[src/rtl/or1200_cl_enc_arb_if.sv]
// or1200_cl_enc_arb_if: bus between the pad arbiter and the shared dual-AES pad engine.
interface or1200_cl_enc_arb_if;
    logic         eng_start;
    logic [63:0]  eng_seed;
    logic         eng_done;
    logic [127:0] eng_pad_1;
    logic [127:0] eng_pad_2;
    modport master (output eng_start, eng_seed, input eng_done, eng_pad_1, eng_pad_2);
    modport slave  (input eng_start, eng_seed, output eng_done, eng_pad_1, eng_pad_2);
endinterface

[src/rtl/or1200_cl_enc_arb.sv]
// or1200_cl_enc_arb: round-robin arbiter/sequencer for the shared cache-line pad engine.
// Optional single-entry pad reuse store enabled by CL_ENC_PAD_REUSE_EN.
module or1200_cl_enc_arb #(
    parameter int TIMEOUT_CYC = 64,
    parameter int TO_W        = 7
) (
    input  logic                clk,
    input  logic                rst,
    input  logic                secure_exec,
    input  logic [1:0]          req,
    input  logic [63:0]         seed0,
    input  logic [63:0]         seed1,
    input  logic                key_change,
    output logic [1:0]          rsp_valid,
    output logic                rsp_err,
    output logic                rsp_hit,
    output logic [127:0]        pad_1,
    output logic [127:0]        pad_2,
    output logic                busy,
    or1200_cl_enc_arb_if.master eng
);
    typedef enum logic [1:0] {IDLE, ISSUE, WAIT, RESP} state_t;
    state_t state, state_nxt;
    logic grant, last_grant, err_r, win, timeout, hit;
    logic [TO_W-1:0] cnt;
    logic [63:0] win_seed;
    logic [127:0] hit_pad_1, hit_pad_2;

    // a lone request always wins; on a tie the requester not served last wins
    assign win      = (req == 2'b11) ? ~last_grant : req[1];
    assign win_seed = win ? seed1 : seed0;
    assign timeout  = cnt == TO_W'(TIMEOUT_CYC - 1);

    assign eng.eng_start = state == ISSUE;
    assign busy          = state != IDLE;
    assign rsp_valid     = (state == RESP) ? (grant ? 2'b10 : 2'b01) : 2'b00;
    assign rsp_err       = state == RESP && err_r;

`ifdef CL_ENC_PAD_REUSE_EN
    logic st_valid, hit_r;
    logic [63:0] st_seed;
    logic [127:0] st_pad_1, st_pad_2;
    assign hit       = st_valid && st_seed == win_seed && !key_change;
    assign hit_pad_1 = st_pad_1;
    assign hit_pad_2 = st_pad_2;
    assign rsp_hit   = state == RESP && hit_r;
    always_ff @(posedge clk or negedge rst) begin
        if (!rst) begin
            st_valid <= 1'b0;
            st_seed  <= '0;
            st_pad_1 <= '0;
            st_pad_2 <= '0;
            hit_r    <= 1'b0;
        end else begin
            if (state == IDLE && req != 2'b00)
                hit_r <= secure_exec && hit;
            if (key_change || (state == WAIT && !eng.eng_done && timeout))
                st_valid <= 1'b0;
            else if (state == WAIT && eng.eng_done) begin
                st_valid <= 1'b1;
                st_seed  <= eng.eng_seed;
                st_pad_1 <= eng.eng_pad_1;
                st_pad_2 <= eng.eng_pad_2;
            end
        end
    end
`else
    logic unused_key_change;
    assign unused_key_change = key_change;
    assign hit       = 1'b0;
    assign hit_pad_1 = '0;
    assign hit_pad_2 = '0;
    assign rsp_hit   = 1'b0;
`endif

    always_comb begin
        state_nxt = state;
        case (state)
            IDLE:    state_nxt = (req == 2'b00) ? IDLE : (secure_exec && !hit) ? ISSUE : RESP;
            ISSUE:   state_nxt = WAIT;
            WAIT:    state_nxt = (eng.eng_done || timeout) ? RESP : WAIT;
            default: state_nxt = IDLE;
        endcase
    end

    always_ff @(posedge clk or negedge rst) begin
        if (!rst) begin
            state        <= IDLE;
            grant        <= 1'b0;
            last_grant   <= 1'b1;
            cnt          <= '0;
            err_r        <= 1'b0;
            eng.eng_seed <= '0;
            pad_1        <= '0;
            pad_2        <= '0;
        end else begin
            state <= state_nxt;
            if (state == IDLE && req != 2'b00) begin
                grant      <= win;
                last_grant <= win;
                err_r      <= 1'b0;
                if (secure_exec && !hit)
                    eng.eng_seed <= win_seed;
                else begin
                    pad_1 <= secure_exec ? hit_pad_1 : '0;
                    pad_2 <= secure_exec ? hit_pad_2 : '0;
                end
            end
            if (state == ISSUE)
                cnt <= '0;
            // done wins over a timeout landing in the same cycle
            if (state == WAIT) begin
                if (eng.eng_done || timeout) begin
                    err_r <= !eng.eng_done;
                    pad_1 <= eng.eng_done ? eng.eng_pad_1 : '0;
                    pad_2 <= eng.eng_done ? eng.eng_pad_2 : '0;
                end else
                    cnt <= cnt + 1'b1;
            end
        end
    end
endmodule

[src/flat_wrapper.sv]
// flat-port wrapper written by rule: the top's interface ports become plain ports
module or1200_cl_enc_arb_flat 
#(
    parameter int TIMEOUT_CYC = 64,
    parameter int TO_W        = 7
)
  (clk, rst, secure_exec, req, seed0, seed1, key_change, rsp_valid, rsp_err, rsp_hit, pad_1, pad_2, busy, eng_eng_start, eng_eng_seed, eng_eng_done, eng_eng_pad_1, eng_eng_pad_2);
  or1200_cl_enc_arb_if eng_i ();
  input  logic clk;
  input  logic rst;
  input  logic secure_exec;
  input  logic [1:0] req;
  input  logic [63:0] seed0;
  input  logic [63:0] seed1;
  input  logic key_change;
  output logic [1:0] rsp_valid;
  output logic rsp_err;
  output logic rsp_hit;
  output logic [127:0] pad_1;
  output logic [127:0] pad_2;
  output logic busy;
  output wire logic [$bits(eng_i.eng_start)-1:0] eng_eng_start;
  output wire logic [$bits(eng_i.eng_seed)-1:0] eng_eng_seed;
  input wire logic [$bits(eng_i.eng_done)-1:0] eng_eng_done;
  input wire logic [$bits(eng_i.eng_pad_1)-1:0] eng_eng_pad_1;
  input wire logic [$bits(eng_i.eng_pad_2)-1:0] eng_eng_pad_2;
  assign eng_eng_start = eng_i.eng_start;
  assign eng_eng_seed = eng_i.eng_seed;
  assign eng_i.eng_done = eng_eng_done;
  assign eng_i.eng_pad_1 = eng_eng_pad_1;
  assign eng_i.eng_pad_2 = eng_eng_pad_2;
  or1200_cl_enc_arb #(.TIMEOUT_CYC(TIMEOUT_CYC), .TO_W(TO_W)) u_core (.clk(clk), .rst(rst), .secure_exec(secure_exec), .req(req), .seed0(seed0), .seed1(seed1), .key_change(key_change), .rsp_valid(rsp_valid), .rsp_err(rsp_err), .rsp_hit(rsp_hit), .pad_1(pad_1), .pad_2(pad_2), .busy(busy), .eng(eng_i));
endmodule
[config.mk]
export PLATFORM = sky130hd
export DESIGN_NAME = or1200_cl_enc_arb_flat
export DESIGN_NICKNAME = d
export VERILOG_FILES = /design/src/rtl/or1200_cl_enc_arb_if.sv /design/src/rtl/or1200_cl_enc_arb.sv /design/src/flat_wrapper.sv
export SDC_FILE = /design/constraint.sdc
export NUM_CORES = 1
export LEC_CHECK = 0
export CELL_PAD_IN_SITES_DETAIL_PLACEMENT = 0
export CELL_PAD_IN_SITES_GLOBAL_PLACEMENT = 1
export CORE_AREA = 2 2 282 284
export DETAILED_ROUTE_END_ITERATION = 10
export DIE_AREA = 0 0 284 286
export PLACE_DENSITY_LB_ADDON = 0.12
export SLEW_MARGIN = 20
export SYNTH_ARGS = -nofsm -noshare
export SYNTH_HDL_FRONTEND = slang
export SYNTH_SLANG_ARGS = --single-unit
[constraint.sdc]
create_clock -name clk -period 3.5 [get_ports clk]
set_input_delay 0.525 -clock clk [delete_from_list [all_inputs] [get_ports clk]]
set_output_delay 0.525 -clock clk [all_outputs]
set_load 0.05 [all_outputs]
### Yosys cells after proc, flatten, opt, wreduce, memory -nomap -nowiden

Cells that the tools add are included.
Widths: inputs -> output; s select.

| operators by class | value |
|---|---|
| muxes and demuxes | 24 |
| bitwise operators | 1 |
| reduce and logical (&&, ||, !) cells | 9 |
| equal/unequal tests | 5 |
| add/sub/neg operators | 1 |

Operator list:

| cell | number |
|---|---|
| $mux 128 | 10 |
| $mux 64 | 1 |
| $mux 7 | 3 |
| $mux 2 | 4 |
| $add 7x1->7 const B | 1 |
| $eq 7x6->1 const B | 1 |
| $eq 2x2->1 const B | 3 |
| $pmux 2 s3 | 1 |
| $mux 1 | 5 |
| $logic_not 2->1 | 2 |
| $reduce_bool 2->1 | 2 |
| $eq 2x1->1 const B | 1 |
| $logic_and 1x1->1 | 2 |
| $reduce_and 2->1 | 1 |
| $logic_not 1->1 | 1 |
| $logic_or 1x1->1 | 1 |
| $not 1->1 | 1 |

| storage, ports and cells | value |
|---|---|
| output and inout port bits | 326 |
| word-level logic and storage cells | 48 |
| flip-flop bits (word level) | 332 |
| input bits | 391 |

### Depth between registers and ports, before layout

Gate-level depths: netlist (run 1).

| depth | value |
|---|---|
| depth in word-level cells | 5 |
| mapped depth | 8 |
| mapped depth without buffers | 6 |

### Worst setup path after synthesis (run 1)

OpenSTA, ideal clock, no wires.

| timing path | value |
|---|---|
| path kind | register to output |
| from | register u_core.state[0] |
| to | output rsp_valid[0] |
| path buffers | 0 |
| arrival | 1.257 ns |
| stages on the path, launching flop included | 3 |
| slack | 1.718 ns |
| data required time | 2.975 ns |
| path through | dfrtp_1 > ha_1 > nor2b_1 |

| on the way | value |
|---|---|
| longest elaborated chain between the ends | 2 |

Ends and longest elaborated chain:

| what | RTL line | source |
|---|---|---|
| start: declaration | or1200_cl_enc_arb.sv:23 | `state_t state, state_nxt;` |
| start signal: assignment | or1200_cl_enc_arb.sv:97 | `state <= state_nxt;` |
| $eq 2x2->1 | or1200_cl_enc_arb.sv:36 | `assign rsp_valid = (state == RESP) ? (grant ? 2'b10 : 2'b01) : 2'b00;` |
| $mux 2 | or1200_cl_enc_arb.sv:36 |  |
| end: declaration | flat_wrapper.sv:16 | `output logic [1:0] rsp_valid;` |

No other way between the ends.

### Worst setup path in the final report (run 1)

| timing path | value |
|---|---|
| from | register u_core.state[1] |
| to | output eng_eng_start |

| on the way | value |
|---|---|
| longest elaborated chain between the ends | 1 |

Ends and longest elaborated chain:

| what | RTL line | source |
|---|---|---|
| $eq 2x1->1 | or1200_cl_enc_arb.sv:34 | `assign eng.eng_start = state == ISSUE;` |
| end: declaration | flat_wrapper.sv:22 | `output wire logic [$bits(eng_i.eng_start)-1:0] eng_eng_start;` |

No other way between the ends.

==> results of run 1 <==
==> power groups by stage <==
stage / clock network [µW] / registers (µW) / logic [µW]
floorplan: 0 / 12900 / 2720
global placement: 0 / 6720 / 14500
detailed placement: 0 / 6720 / 14500
CTS: 4830 / 6700 / 14600
global route: 4970 / 6930 / 15000
finish: 4600 / 6680 / 14300
==> metrics by stage <==
step                      std cells  hold slack, ns
final                          2710          0.4766
after CTS                      2704          0.4821
after floorplan                 918          0.2294
after global placement         2623          0.4608
after global routing           2710          0.4984
after detailed placement       2623          0.4701
==> metal layers <==
metal / vias up / global-route usage [%] / routed length (µm)
met4: 8 / 4.158 / 1270
li1: 4832 / - / -
met1: 5164 / 14.54 / 20810
met2: 432 / 23.28 / 28760
met3: 77 / 5.391 / 5240
met5: - / 0 / 39
==> layout make-up <==
| cell class | count | area, µm² | share of cell area (%) |
|---|---|---|---|
| multi-input cells | 502 | 3834 | 17.08 |
| diodes | 6 | 15.01 | 0.06691 |
| repair buffers | 736 | 7470 | 33.29 |
| inverters | 4 | 15.01 | 0.06691 |
| well taps | 1050 | 1314 | 5.854 |
| clock buffers | 69 | 1355 | 6.038 |
| clock inverters | 11 | 128.9 | 0.5743 |
| flip-flops and latches | 332 | 8309 | 37.03 |
==> placed cells by master, fill, tap and decap left out, types with 2 or more instances in the layout <==
| cell type | synthesis | routed |
|---|---|---|
| clkdlybuf4s50_1 | 0 | 713 |
| dfrtp_1 | 331 | 331 |
| a22o_1 | 258 | 258 |
| nand2_1 | 67 | 67 |
| o21ai_0 | 66 | 66 |
| mux2i_1 | 64 | 64 |
| clkbuf_16 | 0 | 44 |
| clkbuf_8 | 0 | 16 |
| buf_12 | 0 | 12 |
| clkbuf_1 | 38 | 9 |
| buf_4 | 14 | 9 |
| diode_2 | 0 | 6 |
| ha_1 | 6 | 6 |
| nor2_1 | 5 | 5 |
| inv_1 | 4 | 4 |
| a21oi_1 | 4 | 4 |
| clkinv_2 | 0 | 4 |
| and3_1 | 3 | 3 |
| nand3_1 | 3 | 3 |
| nor3_1 | 3 | 3 |
| a21o_1 | 3 | 3 |
| nand2b_1 | 2 | 2 |
| o22ai_1 | 2 | 2 |
| and2_1 | 3 | 2 |
| inv_6 | 0 | 2 |
| bufinv_16 | 0 | 2 |
| clkinvlp_4 | 0 | 2 |
==> worst max-delay path by stage <==
stage                               from                    endpoint  slack [ns]  depth (start not counted)
2_1_floorplan  u_core.state[0]$_DFF_PN0_                rsp_valid[0]        1.72                          2
3_3_place_gp                      req[0]  u_core.pad_1[47]$_DFF_PN0_        0.63                          6
3_5_place_dp                      req[0]  u_core.pad_1[97]$_DFF_PN0_        0.55                          6
4_1_cts        u_core.state[1]$_DFF_PN0_               eng_eng_start        0.63                          3
5_1_grt        u_core.state[1]$_DFF_PN0_               eng_eng_start        0.58                          3
6_report       u_core.state[1]$_DFF_PN0_               eng_eng_start        0.72                          3
==> timing repair <==
action                                  CTS  global route
endpoints found under the setup margin    0             0
hold buffers                              1             0
hold endpoints to repair                 35             0
==> cell families after synthesis <==
family | after synthesis | synth area share, %
other | 1 | 0.02994
flip-flops | 332 | 66.35
multiplexers | 65 | 5.205
XOR/XNOR | 1 | 0.06995
adder cells (fa/ha/maj) | 6 | 0.5994
AND/OR/NAND/NOR | 89 | 2.977
AO/OA/AOI/OAI | 340 | 21.56
buffers and inverters | 84 | 3.207
==> synthesized netlist by cell type, drive strengths merged (2+ instances only) <==
cell      n
and3      3
clkbuf   38
a21o      3
nor2      5
o22ai     2
inv       4
o21ai    66
buf      42
a22o    258
mux2i    64
ha        6
a21oi     5
dfrtp   331
nand3     3
and2      3
nor3      3
nand2b    2
nand2    67
==> flip-flops by register name, summed over array words and instances, names as in the netlist <==
register	count
u_core.pad_1	128
u_core.pad_2	128
u_core.eng.eng_seed	64
u_core.cnt	7
u_core.state	2
u_core.err_r	1
u_core.grant	1
u_core.last_grant	1
==> worst max-delay path, cell delays in order (launching register included) <==
cell and delay (ns):
dfrtp_1 0.41, inv_1 0.09, ha_1 0.31, clkdlybuf4s50_1 0.89
==> reports/qor.tcl, run 1 <==
set qor(run_status) {finished clean}
set qor(global_route.usage.total_pct) 13.24
set qor(core-area_um2) 78360
set qor(dpl.hpwl_um) 40880
set qor(min_period_over_period_pct) 79.29
set qor(final_nets) 2017
set qor(postLayoutCellArea_um2) 22440
set qor(net_count_synth) 1315
set qor(cts_root_buffer) {clkbuf_16}
set qor(synth_top_cells_by_area) {dfrtp_1 (66%), a22o_1 (18%), mux2i_1 (5.1%), o21ai_0 (2.6%), nand2_1 (2.0%)}
set qor(synth_warnings) 0
set qor(drive_above_1_share_pct) 5.925
set qor(crit_fanout) 6
set qor(synth_largest_area_cell) {dfrtp_1}
set qor(synth.ff_latch_count) 332
set qor(yosysTopAreaCellShare_pct) 66.14
set qor(maxSlewViolCount) 0
set qor(reg_to_reg_start) {u_core.state[0]$_DFF_PN0_}
set qor(cts.sinks) 332
set qor(ys_dominant_reg_cell) {dfrtp_1}
set qor(detail_route.iter0.violations) 376
set qor(globalRoute.totalOverflow) 0
set qor(report.final.setup_viol) 0
set qor(worst_r2r_path_depth) 7
set qor(r2r_endpoint) {u_core.pad_2[30]$_DFF_PN0_}
set qor(hold_path.startpoint) {u_core.eng.eng_seed[11]$_DFFE_PN0P_}
set qor(end_kind) {output pin}
set qor(power.sequential.fraction_pct) 26.1
set qor(first_pass_iters) 4
set qor(max-slew-margin-rel_pct) 50.15
set qor(die-height_um) 286
set qor(htreeDepth) 2
set qor(insertion_delay_ns) 0.57
set qor(worst_hold_path_type) {flop to flop}
set qor(finalCriticalPeriod_ns) 2.775
set qor(die_footprint_um2) 81220
set qor(worst-endpoint-required_ns) 2.97
set qor(finClkSkew_ns) 0.02678
set qor(arrival_time_of_data_at_the_critical_path_endpoint_ns) 2.25
set qor(worstHoldEndpoint) {u_core.eng.eng_seed[11]$_DFFE_PN0P_}
set qor(finalWirelength_um) 56120
set qor(initial_core_util_pct) 15.98
set qor(area.growth.synth_to_final_pct) 79.19
set qor(placement_rows) 103
set qor(pwr-share-comb_pct) 55.9
set qor(top_level_i_o_count) 717
set qor(timing.max_cap.violations) 0
set qor(gp_congestion) 0.7385
set qor(route.antenna.remaining_nets) 0
set qor(power_switching_share_pct) 47.93
set qor(powerDensity_nw_per_um2) 1141
set qor(post_synth.cell_area_avg_um2) 13.64
set qor(share_clk_of_total_power_pct) 18.0
set qor(vdd_ir_drop_max_mv) 0.4643
set qor(drt_drc_violations_left) 0
set qor(grt_start_max_net_pins) 132
set qor(cts_max_path_buffers) 3
set qor(antenna_found_initial) 10
set qor(p_int_uw) 13330
set qor(synth.cell_area_um2) 12520
set qor(p_total_uw) 25590
set qor(synth.yosys.seq_area_share_pct) 66.35
set qor(detail_route.wl_per_cell_um) 20.71
set qor(cts.repair.resized) 0
set qor(cts_made_buffers) 44
set qor(ff2ff_setup_slack_ns) 1.14
set qor(synth_enable_flop_cells) 0
set qor(grt_setup_unrepaired) {no}
set qor(setup_ws_ns) 0.7249
set qor(worst_setup_path_start_kind) {flop}
set qor(dp_worst_setup_slack_ns) 0.5538
set qor(path_class) {flop to output pin}
set qor(dieWidth_um) 284
set qor(dpl-instance-area_um2) 20930
set qor(total_leakage_power_uw) 0.009661
set qor(avgViaCountPerCell) 3.879
set qor(first_global_vias) 11100
set qor(syn-instance-count) 918
set qor(n_fill_cell) 8207
set qor(net-switching-power_uw) 12270
set qor(global_route_wire_length_before_repair_um) 80360
set qor(tritoncts) {built}
set qor(cts.reportedPaths.clkPinSlew_ns) 0.05
set qor(hold_viol) 0
set qor(place.port_buffers) 714
set qor(via_count) 10510
set qor(post_cts_buffers) 0
set qor(worst_pin_slew_ns) 0.7478
set qor(worst_hold_path.num_cells) 2
set qor(post-route-util_pct) 28.64
set qor(synth-async-reset-ratio_pct) 100.0
set qor(post_synth_num_cell_types) 34
set qor(fin_tns_setup_ns) 0
set qor(max_freq_mhz) 360.3
No activity file was read; power rests on OpenSTA's default activity.
==> inputs of run 2 (changes only) <==
- CORE_AREA: 2 2 282 284 -> 2 2 283 285
- DIE_AREA: 0 0 284 286 -> 0 0 285 287
- clock period: 3.5 -> 2.7 ns (I/O delays scaled with it)
==> reports/qor.tcl, run 2 (synthesized netlist as in run 1, its figures left out) <==
set qor(htreeDepth) 2 ;# unchanged
set qor(route.antenna.remaining_nets) 0 ;# unchanged
set qor(global_route_wire_length_before_repair_um) 79930 ;# was 80360 µm
set qor(area.growth.synth_to_final_pct) 81.62 ;# was 79.19%
set qor(place.detailed.instances) 2642 ;# was 2623
set qor(crit_fanout) 4 ;# was 6
set qor(ff2ff_setup_slack_ns) 0.58 ;# was 1.14 ns
set qor(end_kind) {output pin} ;# unchanged
set qor(fin_tns_setup_ns) 0 ;# unchanged
set qor(finClkSkew_ns) 0.01600 ;# was 0.02678 ns
set qor(share_clk_of_total_power_pct) 18.7 ;# was 18.0%
set qor(powerDensity_nw_per_um2) 1485 ;# was 1141 nW/µm²
set qor(vdd_ir_drop_max_mv) 0.7932 ;# was 0.4643 mV
set qor(post-route-util_pct) 28.93 ;# was 28.64%
set qor(cts.reportedPaths.clkPinSlew_ns) 0.06 ;# was 0.05 ns
set qor(dpl.hpwl_um) 40980 ;# was 40880 µm
set qor(max-slew-margin-rel_pct) 53.66 ;# was 50.15%
set qor(avgViaCountPerCell) 3.851 ;# was 3.879
set qor(grt_start_max_net_pins) 107 ;# was 132
set qor(cts.sinks) 332 ;# unchanged
set qor(arrival_time_of_data_at_the_critical_path_endpoint_ns) 2.01 ;# was 2.25 ns
set qor(largestRegisters) {u_core.pad_1 (128), u_core.pad_2 (128), u_core.eng.eng_seed (64)} ;# unchanged
set qor(timing.max_cap.violations) 0 ;# unchanged
set qor(timing.critical_path.cells) {ha_1 -> nor2b_1 -> dlygate4sd2_1} ;# was inv_1 -> ha_1 -> clkdlybuf4s50_1
set qor(drt_drc_violations_left) 0 ;# unchanged
set qor(worst_pin_slew_ns) 0.6951 ;# was 0.7478 ns
set qor(worst-endpoint-required_ns) 2.30 ;# was 2.97 ns
set qor(worst_hold_path_type) {input port to asynchronous set/reset pin} ;# was flop to flop
set qor(drive_above_1_share_pct) 7.156 ;# was 5.925%
set qor(p_total_uw) 33770 ;# was 25590 µW
set qor(dieWidth_um) 285 ;# was 284 µm
set qor(power_switching_share_pct) 47.57 ;# was 47.93%
set qor(cts_made_buffers) 46 ;# was 44
set qor(first_global_vias) 11380 ;# was 11.10k
set qor(total_leakage_power_uw) 0.009852 ;# was 0.009661 µW
set qor(min_period_over_period_pct) 89.27
set qor(final_nets) 2038 ;# was 2017
set qor(globalRoute.totalOverflow) 0 ;# unchanged
set qor(net-switching-power_uw) 16070 ;# was 12270 µW
set qor(path_class) {flop to output pin} ;# unchanged
set qor(finalWirelength_um) 55410 ;# was 56120 µm
set qor(worst_r2r_path_depth) 7 ;# unchanged
set qor(cts_root_buffer) {clkbuf_16} ;# unchanged
set qor(detail_route.iter0.violations) 442 ;# was 376
set qor(pwr-share-comb_pct) 55.5 ;# was 55.9%
set qor(max_freq_mhz) 414.9
set qor(initial_core_util_pct) 15.93 ;# was 15.98%
set qor(p_int_uw) 17700 ;# was 13330 µW
set qor(power.sequential.fraction_pct) 25.8 ;# was 26.1%
set qor(layout_commonest_cell) {clkdlybuf4s50_1} ;# unchanged
set qor(critPathMaxStageDelay_ns) 0.59 ;# was 0.89 ns
set qor(run_status) {finished clean} ;# unchanged
set qor(report.final.setup_viol) 0 ;# unchanged
set qor(gp_congestion) 0.7431 ;# was 0.7385
set qor(mostFrequentLayoutCells) {clkdlybuf4s50_1 (708), dfrtp_1 (331), a22o_1 (258), nand2_1 (67), o21ai_0 (66)} ;# was clkdlybuf4s50_1 (713), dfrtp_1 (331), a22o_1 (258), nand2_1 (67), o21ai_0 (66)
set qor(die-height_um) 287 ;# was 286 µm
set qor(top_level_i_o_count) 717 ;# unchanged
set qor(hold_viol) 0 ;# unchanged
set qor(cp_slowest_cell) {dlygate4sd2_1} ;# was clkdlybuf4s50_1
set qor(core-area_um2) 78610 ;# was 78360 µm²
set qor(finalCriticalPeriod_ns) 2.410
set qor(r2r_endpoint) {u_core.pad_2[8]$_DFF_PN0_} ;# was u_core.pad_2[30]$_DFF_PN0_
set qor(maxSlewViolCount) 0 ;# unchanged
set qor(grt_setup_unrepaired) {no} ;# unchanged
set qor(tritoncts) {built} ;# unchanged
set qor(place.port_buffers) 714 ;# unchanged
set qor(cts_max_path_buffers) 3 ;# unchanged
set qor(via_count) 10520 ;# was 10.51k
set qor(first_pass_iters) 5 ;# was 4
set qor(placement_rows) 103 ;# unchanged
set qor(worst_setup_path_start_kind) {flop} ;# unchanged
set qor(reg_to_reg_start) {u_core.cnt[0]$_DFF_PN0_} ;# was u_core.state[0]$_DFF_PN0_
set qor(fin_cells) 2731 ;# was 2710
set qor(global_route.usage.total_pct) 13.04 ;# was 13.24%
set qor(antenna_found_initial) 5 ;# was 10
set qor(detail_route.wl_per_cell_um) 20.29 ;# was 20.71 µm
set qor(die_footprint_um2) 81800 ;# was 81220 µm²
set qor(insertion_delay_ns) 0.57 ;# about the same
[run 2: cell types whose count changed in the layout (fill, tap and decap cells not counted), sizes merged]
cell and change:
diode -2, dlygate4sd2 +5, buf +19, clkinvlp -1, inv +1, bufinv +2
clkdlybuf4s50 -5, clkbuf -2, clkinv +4
[run 2: layout make-up]
class                   count  area [µm²]
diodes                      4       10.01
clock buffers              67        1351
clock inverters            17       217.7
fillers                  8081       55870
inverters                   4       15.01
multi-input cells         502        3834
flip-flops and latches    332        8309
well taps                1050        1314
repair buffers            755        7694
[run 2: critical path: cells and delay by family (launching register included)]
kind / cells / cell delay [ns]
fa+ha+maj: 1 / 0.27
buf+inv: 1 / 0.59
flops: 1 / 0.41
simple gates: 1 / 0.17
[run 2: stage by stage]
step / instance area (µm²) / hold WS (ns) / setup slack, ns
finish: 22740 / 0.4076 / 0.2896
global route: 22740 / 0.3966 / 0.1632
CTS: 22730 / 0.3755 / 0.1832
detailed placement: 21160 / 0.4617 / 0.4018
global placement: 21160 / 0.4461 / 0.4039
floorplan: 12520 / 0.1094 / 0.9491
[run 2: repair_timing]
action / 4_1_cts / 5_1_grt
gates resized for setup: 5 / 0
hold buffers: 1 / 0
setup endpoints to repair: 5 / 0
endpoints found under the hold margin: 57 / 0
setup buffers: 0 / 0
[run 2: metal layers]
metal  up-vias  track usage [%]  part of all wire (%)
met5         -                0                 0.025
met4         2            3.940                   2.3
met3        67            4.548                   8.0
met2       396            23.56                    52
met1      5178            14.34                    37
li1       4875                -                     -
[run 2: power groups by stage]
stage	Clock [µW]	Combinational, µW	Sequential, µW
final	6310	18800	8710
after global routing	6790	19600	9030
after CTS	6580	19100	8740
after detailed placement	0	19000	8740
after global placement	0	19100	8770
after floorplan	0	3530	16700
[run 2: how the worst max path moves through the flow]
stage	start	to	slack, ns
after global placement	req[0]	u_core.pad_2[52]$_DFF_PN0_	0.40
after global routing	u_core.state[1]$_DFF_PN0_	rsp_valid[0]	0.16
after CTS	u_core.state[0]$_DFF_PN0_	rsp_valid[0]	0.18
final	u_core.state[0]$_DFF_PN0_	rsp_valid[0]	0.29
after detailed placement	req[0]	u_core.pad_2[70]$_DFF_PN0_	0.40
after floorplan	u_core.state[0]$_DFF_PN0_	u_core.cnt[5]$_DFF_PN0_	0.95
